## config.mk

```make
export PLATFORM = sky130hd
export DESIGN_NAME = sync_fifo_param_flat
export DESIGN_NICKNAME = d
export VERILOG_FILES = /design/src/rtl/fifo_pkg.sv /design/src/rtl/sync_fifo_param_if.sv /design/src/rtl/fifo_ram.sv /design/src/rtl/sync_fifo_param.sv /design/src/flat_wrapper.sv
export SDC_FILE = /design/constraint.sdc
export NUM_CORES = 1
export LEC_CHECK = 0
export CAP_MARGIN = 20
export CORE_ASPECT_RATIO = 1.5
export CORE_UTILIZATION = 45
export CTS_CLUSTER_SIZE = 25
export DETAILED_ROUTE_END_ITERATION = 12
export GPL_TIMING_DRIVEN = 0
export SLEW_MARGIN = 20
export SYNTH_ARGS = -nofsm -noshare
export SYNTH_HDL_FRONTEND = slang
export SYNTH_HIERARCHICAL = 1
export SYNTH_SLANG_ARGS = --single-unit
```

## constraint.sdc

```tcl
create_clock -name clk -period 4.2 [get_ports clk]
set_input_delay 0.63 -clock clk [delete_from_list [all_inputs] [get_ports clk]]
set_output_delay 0.63 -clock clk [all_outputs]
set_load 0.01 [all_outputs]
```

## src/rtl/fifo_pkg.sv

```systemverilog
// Shared constants and elaboration helpers for the parametrised synchronous FIFO.
package fifo_pkg;

  localparam int unsigned FIFO_STD  = 0;
  localparam int unsigned FIFO_FWFT = 1;

  function automatic int unsigned ptr_w(input int unsigned depth);
    int unsigned w;
    w = 0;
    for (int unsigned i = 0; i < 32; i++) begin
      if ((64'd1 << i) < 64'(depth)) w = i + 1;
    end
    return w;
  endfunction

  // Depth must be a power of two so the pointers can wrap by plain overflow.
  function automatic bit thresh_ok(input int unsigned depth,
                                   input int unsigned af,
                                   input int unsigned ae);
    return (depth >= 4) && ((depth & (depth - 1)) == 0) &&
           (af >= 1) && (af <= depth) && (ae < depth);
  endfunction

endpackage

```

## src/rtl/sync_fifo_param_if.sv

```systemverilog
// Producer/consumer handshake bundle for sync_fifo_param.
interface sync_fifo_param_if #(
  parameter int unsigned DATA_W = 8,
  parameter int unsigned DEPTH  = 16
);
  localparam int unsigned CNT_W = $clog2(DEPTH) + 1;

  logic              clr;
  logic              wr_en;
  logic [DATA_W-1:0] wr_data;
  logic              rd_en;
  logic [DATA_W-1:0] rd_data;
  logic              rd_valid;
  logic              full;
  logic              empty;
  logic              almost_full;
  logic              almost_empty;
  logic [CNT_W-1:0]  count;
  logic              overflow;
  logic              underflow;

  modport master (
    output clr, wr_en, wr_data, rd_en,
    input  rd_data, rd_valid, full, empty, almost_full, almost_empty,
           count, overflow, underflow
  );

  modport slave (
    input  clr, wr_en, wr_data, rd_en,
    output rd_data, rd_valid, full, empty, almost_full, almost_empty,
           count, overflow, underflow
  );
endinterface

```

## src/rtl/fifo_ram.sv

```systemverilog
// Simple dual-port FIFO storage: synchronous write, registered or combinational read.
module fifo_ram import fifo_pkg::*; #(
  parameter int unsigned DATA_W = 8,
  parameter int unsigned DEPTH  = 16,
  parameter int unsigned ADDR_W = ptr_w(DEPTH),
  parameter int unsigned REG_RD = 1
) (
  input  logic              clk,
  input  logic              rst,
  input  logic              we,
  input  logic [ADDR_W-1:0] waddr,
  input  logic [DATA_W-1:0] wdata,
  input  logic              re,
  input  logic [ADDR_W-1:0] raddr,
  output logic [DATA_W-1:0] rdata
);

  logic [DATA_W-1:0] mem [DEPTH];

  always_ff @(posedge clk) begin
    if (we) mem[waddr] <= wdata;
  end

  generate
    if (REG_RD != 0) begin : g_reg
      // The read register holds its value between accepted reads.
      always_ff @(posedge clk or posedge rst) begin
        if (rst)     rdata <= '0;
        else if (re) rdata <= mem[raddr];
      end
    end else begin : g_comb
      logic unused_rd;
      assign unused_rd = rst ^ re;
      assign rdata     = mem[raddr];
    end
  endgenerate

endmodule

```

## src/rtl/sync_fifo_param.sv

```systemverilog
// Parametrised single-clock FIFO with thresholds, sticky errors, flush and optional FWFT.
module sync_fifo_param import fifo_pkg::*; #(
  parameter int unsigned DATA_W    = 8,
  parameter int unsigned DEPTH     = 16,
  parameter int unsigned AF_THRESH = DEPTH - 2,
  parameter int unsigned AE_THRESH = 2,
  parameter int unsigned FWFT      = FIFO_STD
) (
  input logic              clk,
  input logic              rst,
  sync_fifo_param_if.slave bus
);

  localparam int unsigned ADDR_W = ptr_w(DEPTH);
  localparam int unsigned CNT_W  = ADDR_W + 1;

  generate
    if (!thresh_ok(DEPTH, AF_THRESH, AE_THRESH)) begin : g_bad_cfg
      $error("sync_fifo_param: DEPTH must be a power of two >= 4 with sane thresholds");
    end
  endgenerate

  logic [ADDR_W-1:0] wr_ptr;
  logic [ADDR_W-1:0] rd_ptr;
  logic [CNT_W-1:0]  cnt;
  logic              ovf;
  logic              udf;
  logic              full_w;
  logic              empty_w;
  logic              rd_acc;
  logic              wr_acc;
  logic              ram_we;
  logic              ram_re;

  assign full_w  = (cnt == CNT_W'(DEPTH));
  assign empty_w = (cnt == '0);

  // A write into a full FIFO is legal when a read frees a slot on the same edge.
  assign rd_acc = bus.rd_en && !empty_w;
  assign wr_acc = bus.wr_en && (!full_w || rd_acc);
  assign ram_we = wr_acc && !bus.clr;
  assign ram_re = rd_acc && !bus.clr;

  always_ff @(posedge clk or posedge rst) begin
    if (rst) begin
      wr_ptr <= '0;
      rd_ptr <= '0;
      cnt    <= '0;
      ovf    <= 1'b0;
      udf    <= 1'b0;
    end else if (bus.clr) begin
      wr_ptr <= '0;
      rd_ptr <= '0;
      cnt    <= '0;
      ovf    <= 1'b0;
      udf    <= 1'b0;
    end else begin
      if (wr_acc) wr_ptr <= wr_ptr + ADDR_W'(1);
      if (rd_acc) rd_ptr <= rd_ptr + ADDR_W'(1);
      case ({wr_acc, rd_acc})
        2'b10:   cnt <= cnt + CNT_W'(1);
        2'b01:   cnt <= cnt - CNT_W'(1);
        default: cnt <= cnt;
      endcase
      if (bus.wr_en && !wr_acc) ovf <= 1'b1;
      if (bus.rd_en && !rd_acc) udf <= 1'b1;
    end
  end

  fifo_ram #(
    .DATA_W (DATA_W),
    .DEPTH  (DEPTH),
    .ADDR_W (ADDR_W),
    .REG_RD ((FWFT == FIFO_FWFT) ? 0 : 1)
  ) u_ram (
    .clk   (clk),
    .rst   (rst),
    .we    (ram_we),
    .waddr (wr_ptr),
    .wdata (bus.wr_data),
    .re    (ram_re),
    .raddr (rd_ptr),
    .rdata (bus.rd_data)
  );

  generate
    if (FWFT == FIFO_FWFT) begin : g_fwft
      assign bus.rd_valid = !empty_w;
    end else begin : g_std
      logic rv_q;
      always_ff @(posedge clk or posedge rst) begin
        if (rst)          rv_q <= 1'b0;
        else if (bus.clr) rv_q <= 1'b0;
        else              rv_q <= rd_acc;
      end
      assign bus.rd_valid = rv_q;
    end
  endgenerate

  assign bus.full         = full_w;
  assign bus.empty        = empty_w;
  assign bus.almost_full  = (cnt >= CNT_W'(AF_THRESH));
  assign bus.almost_empty = (cnt <= CNT_W'(AE_THRESH));
  assign bus.count        = cnt;
  assign bus.overflow     = ovf;
  assign bus.underflow    = udf;

endmodule

```

## src/flat_wrapper.sv

```systemverilog
// flat-port wrapper written by rule: the top's interface ports become plain ports
module sync_fifo_param_flat import fifo_pkg::*;
#(
  parameter int unsigned DATA_W    = 8,
  parameter int unsigned DEPTH     = 16,
  parameter int unsigned AF_THRESH = DEPTH - 2,
  parameter int unsigned AE_THRESH = 2,
  parameter int unsigned FWFT      = FIFO_STD
)
  (clk, rst, bus_clr, bus_wr_en, bus_wr_data, bus_rd_en, bus_rd_data, bus_rd_valid, bus_full, bus_empty, bus_almost_full, bus_almost_empty, bus_count, bus_overflow, bus_underflow);
  sync_fifo_param_if #(.DATA_W(DATA_W), .DEPTH(DEPTH)) bus_i ();
  input logic clk;
  input logic rst;
  input wire logic [$bits(bus_i.clr)-1:0] bus_clr;
  input wire logic [$bits(bus_i.wr_en)-1:0] bus_wr_en;
  input wire logic [$bits(bus_i.wr_data)-1:0] bus_wr_data;
  input wire logic [$bits(bus_i.rd_en)-1:0] bus_rd_en;
  output wire logic [$bits(bus_i.rd_data)-1:0] bus_rd_data;
  output wire logic [$bits(bus_i.rd_valid)-1:0] bus_rd_valid;
  output wire logic [$bits(bus_i.full)-1:0] bus_full;
  output wire logic [$bits(bus_i.empty)-1:0] bus_empty;
  output wire logic [$bits(bus_i.almost_full)-1:0] bus_almost_full;
  output wire logic [$bits(bus_i.almost_empty)-1:0] bus_almost_empty;
  output wire logic [$bits(bus_i.count)-1:0] bus_count;
  output wire logic [$bits(bus_i.overflow)-1:0] bus_overflow;
  output wire logic [$bits(bus_i.underflow)-1:0] bus_underflow;
  assign bus_i.clr = bus_clr;
  assign bus_i.wr_en = bus_wr_en;
  assign bus_i.wr_data = bus_wr_data;
  assign bus_i.rd_en = bus_rd_en;
  assign bus_rd_data = bus_i.rd_data;
  assign bus_rd_valid = bus_i.rd_valid;
  assign bus_full = bus_i.full;
  assign bus_empty = bus_i.empty;
  assign bus_almost_full = bus_i.almost_full;
  assign bus_almost_empty = bus_i.almost_empty;
  assign bus_count = bus_i.count;
  assign bus_overflow = bus_i.overflow;
  assign bus_underflow = bus_i.underflow;
  sync_fifo_param #(.DATA_W(DATA_W), .DEPTH(DEPTH), .AF_THRESH(AF_THRESH), .AE_THRESH(AE_THRESH), .FWFT(FWFT)) u_core (.clk(clk), .rst(rst), .bus(bus_i));
endmodule
```

==> flow_summary.toml <==
[run_status]
status = "finished clean"

[finish]
syn_to_final_growth_pct = 17.6
antennaDiodeCount = 0
ff_latch_area_um2 = 4440
multi_input_area_um2 = 1700
final_cell_mix = "128 x edfxtp_1, 38 x nor2_1, 30 x clkdlybuf4s50_1"
drive_gt1_share_pct = 23.9
nFillCells = 1073
layout_commonest_cell = "edfxtp_1"
finalNetCount = 412

[clocking]
root_buffer = "clkbuf_16"
htree_levels = 4
ctsResizeCount = 0
clock-sinks = 152
clk_path_buf_depth = 2
cts.hold.buffers_added = 0
insertion_delay_ns = 0.41
cts_setup_buffers = 0
cts_tree = "done"
path_clk_slew_ns = 0.07
cts_buffers = 17

[critical_path]
cpMostUsedCell = "a21oi_1"
slowest_stage = "or4b_2"
crit_buf_inv = 1
arrival_ns = 3.50
end_kind = "flop"
cp_cell_sequence = "or4_4, o21ai_4, or2_2, inv_1, ha_1, nand2b_1, a21oi_1, or4b_2, a21o_1, a21oi_1"
critPathMaxFanout = 8
reg2regPathDepth = 10
worst-setup-path-type = "flop to flop"
critPathTopFamily = "simple AND/OR/NAND/NOR gates"
worst_ep_required_time_ns = 4.53
cp-start-kind = "flop"
cp_num_cells = 10
slowest_delay_ns = 0.62

[detailed_routing]
avgViaCountPerCell = 5.65
post_drt_wl_per_cell_um = 22.3
drt_iter0_drc = 184
finalWirelength_um = 12600
num_vias = 3212
antenna_left = 0
first_pass_iters = 5
drc = 0

[logic_synthesis]
ys_warn_count = 6
ys.flop_type = "edfxtp_1"
async_flop_share_pct = 15.8
synth_edf_count = 128
yosysUniqueCellTypes = 44
synth_seq_area_share_pct = 70.5
netlist_top_cells_area = "edfxtp_1 61%, dfrtp_1 9.5%, mux4_2 9.3%, mux4_1 2.5%, nor2_1 2.3%"
avgSynthCellArea_um2 = 18.5
synth_top_area_share_pct = 61.0
syn-instance-count = 340
synth_top_area_cell = "edfxtp_1"
netlist_area_um2 = 6300
mappedNetlistNets = 359
ys_ff_latch = 152

[grt]
grt_overflow = 0
grt_pass1_wl_um = 19700
grt_max_degree = 17
grt_pass1_vias = 3391
grt_usage_pct = 19.0
antenna_found_initial = 0

[min_path]
hp-class = "flop to flop"
min_path_cells = 2

[power_and_ir_drop]
powerDensity_nw_per_um2 = 553
leakage_nw = 2.50
vdd_drop_max_uv = 331

[floorplanning]
num_rows = 52
fp.dieH_um = 147
core-area_um2 = 13600
ios = 33
start_util_pct = 46.3
die_area_um2 = 14500
chipWidth_um = 98.6

[sta]
tns_ns = 0
final-hold-violation-count = 0
fin_crit_sh_pct = 75.5
final-max-slew-violation-count = 0
relSlewSlack_pct = 34.2
worstMarginPinSlew_ns = 0.983
finalCriticalPeriod_ns = 3.17
rsz0062_at_grt = "no"
fin_skew_ns = 0.00998
setup_viol = 0
fmax_mhz = 315
hold_slack_ns = 0.500

[placed_design]
dp.final_hpwl_um = 8410
place.gp.congestion = 0.762
io_buffers = 30

[flow_run]
cap_violations = 0
cells in the mapped netlist, types with 2 or more instances:
cell	number
or2_2	2
or3_1	2
xor2_1	3
buf_2	4
nor3_1	4
mux4_2	26
buf_1	5
mux2_2	2
inv_1	7
nand3_1	4
ha_1	5
a221oi_2	8
xnor2_1	4
nand3b_1	2
o21ai_0	3
mux2i_1	12
buf_12	2
nand2_1	3
nor2_1	38
a21oi_1	8
nand2b_1	7
mux4_1	6
edfxtp_1	128
clkbuf_1	2
dfrtp_1	24
o22ai_1	7
buf_6	5
flip-flops by register name, indices dropped and copies added, names as in the netlist:
| signal | count |
|---|---|
| u_core/bus.underflow | 1 |
| u_core/u_ram/mem | 128 |
| u_core/bus.rd_valid | 1 |
| u_core/u_ram/rdata | 8 |
| u_core/bus.overflow | 1 |
| u_core/bus.count | 5 |
| u_core/rd_ptr | 4 |
| u_core/wr_ptr | 4 |
metrics by stage:
stage	cell area [µm²]	setup slack, ns	utilization [%]	cells	power, W
final	7410	1.03	54.5	568	0.00410
after global routing	7410	0.875	54.5	568	0.00427
after CTS	7410	1.00	54.5	568	0.00414
after detailed placement	6850	0.735	50.4	536	0.00272
after global placement	6800	0.431	50.0	532	0.00270
after floorplan	6300	1.27	-	340	0.00237
layout make-up:
type,instances,share of cell area [%]
clock buffers,18,5.79
flip-flops and latches,152,60.0
clock inverters,14,1.72
plain buffers,19,2.03
repair buffers,34,4.46
multi-input cells,162,22.9
inverters,7,0.355
well taps,162,2.74
worst min-delay path, cell delays in order, from the launching register on:
cell     delay [ns]
dfrtp_1        0.35
a21oi_1        0.04
nor2_1         0.07
power breakdown:
part / total [W] / switching (W) / internal (W)
Combinational: 0.000869 / 0.000420 / 0.000449
Sequential: 0.00181 / 0.0000864 / 0.00172
Clock: 0.00142 / 0.000599 / 0.000818
final timing paths:
check,startpoint,endpoint,slack [ns]
setup / recovery,u_core/bus.count[0]$_DFFE_PP0P_,u_core/bus.count[4]$_DFFE_PP0P_,1.03
hold / removal,u_core/bus.underflow$_DFFE_PP0P_,u_core/bus.underflow$_DFFE_PP0P_,0.50
setup reg to reg,u_core/bus.count[0]$_DFFE_PP0P_,u_core/bus.count[4]$_DFFE_PP0P_,1.03
hold reg to reg,u_core/bus.underflow$_DFFE_PP0P_,u_core/bus.underflow$_DFFE_PP0P_,0.50
max in group asynchronous,rst,u_core/rd_ptr[1]$_DFFE_PP0P_,3.12
min in group asynchronous,rst,u_core/u_ram/rdata[4]$_DFFE_PP0P_,0.53
logic make-up (layout without fill, tap and decap cells):
logic type	after synthesis	count (layout)	share of synthesized area (%)
flip-flops	152	152	70.5
AND/OR/NAND/NOR	67	67	5.08
multiplexers	47	47	14.4
AO/OA/AOI/OAI	35	35	4.87
buffers and inverters	26	92	2.80
XOR/XNOR	7	7	0.973
adder cells (fa/ha/maj)	6	6	1.31
layer usage:
| layer | vias to the layer above | track usage [%] | share of wire, % |
|---|---|---|---|
| met5 | - | 0 | 0 |
| met4 | 0 | 6.12 | 0.81 |
| met3 | 10 | 4.00 | 3.0 |
| met2 | 61 | 33.3 | 56 |
| met1 | 1683 | 23.4 | 41 |
| li1 | 1458 | - | - |
Note: power is estimated with default switching activity, not from simulation.
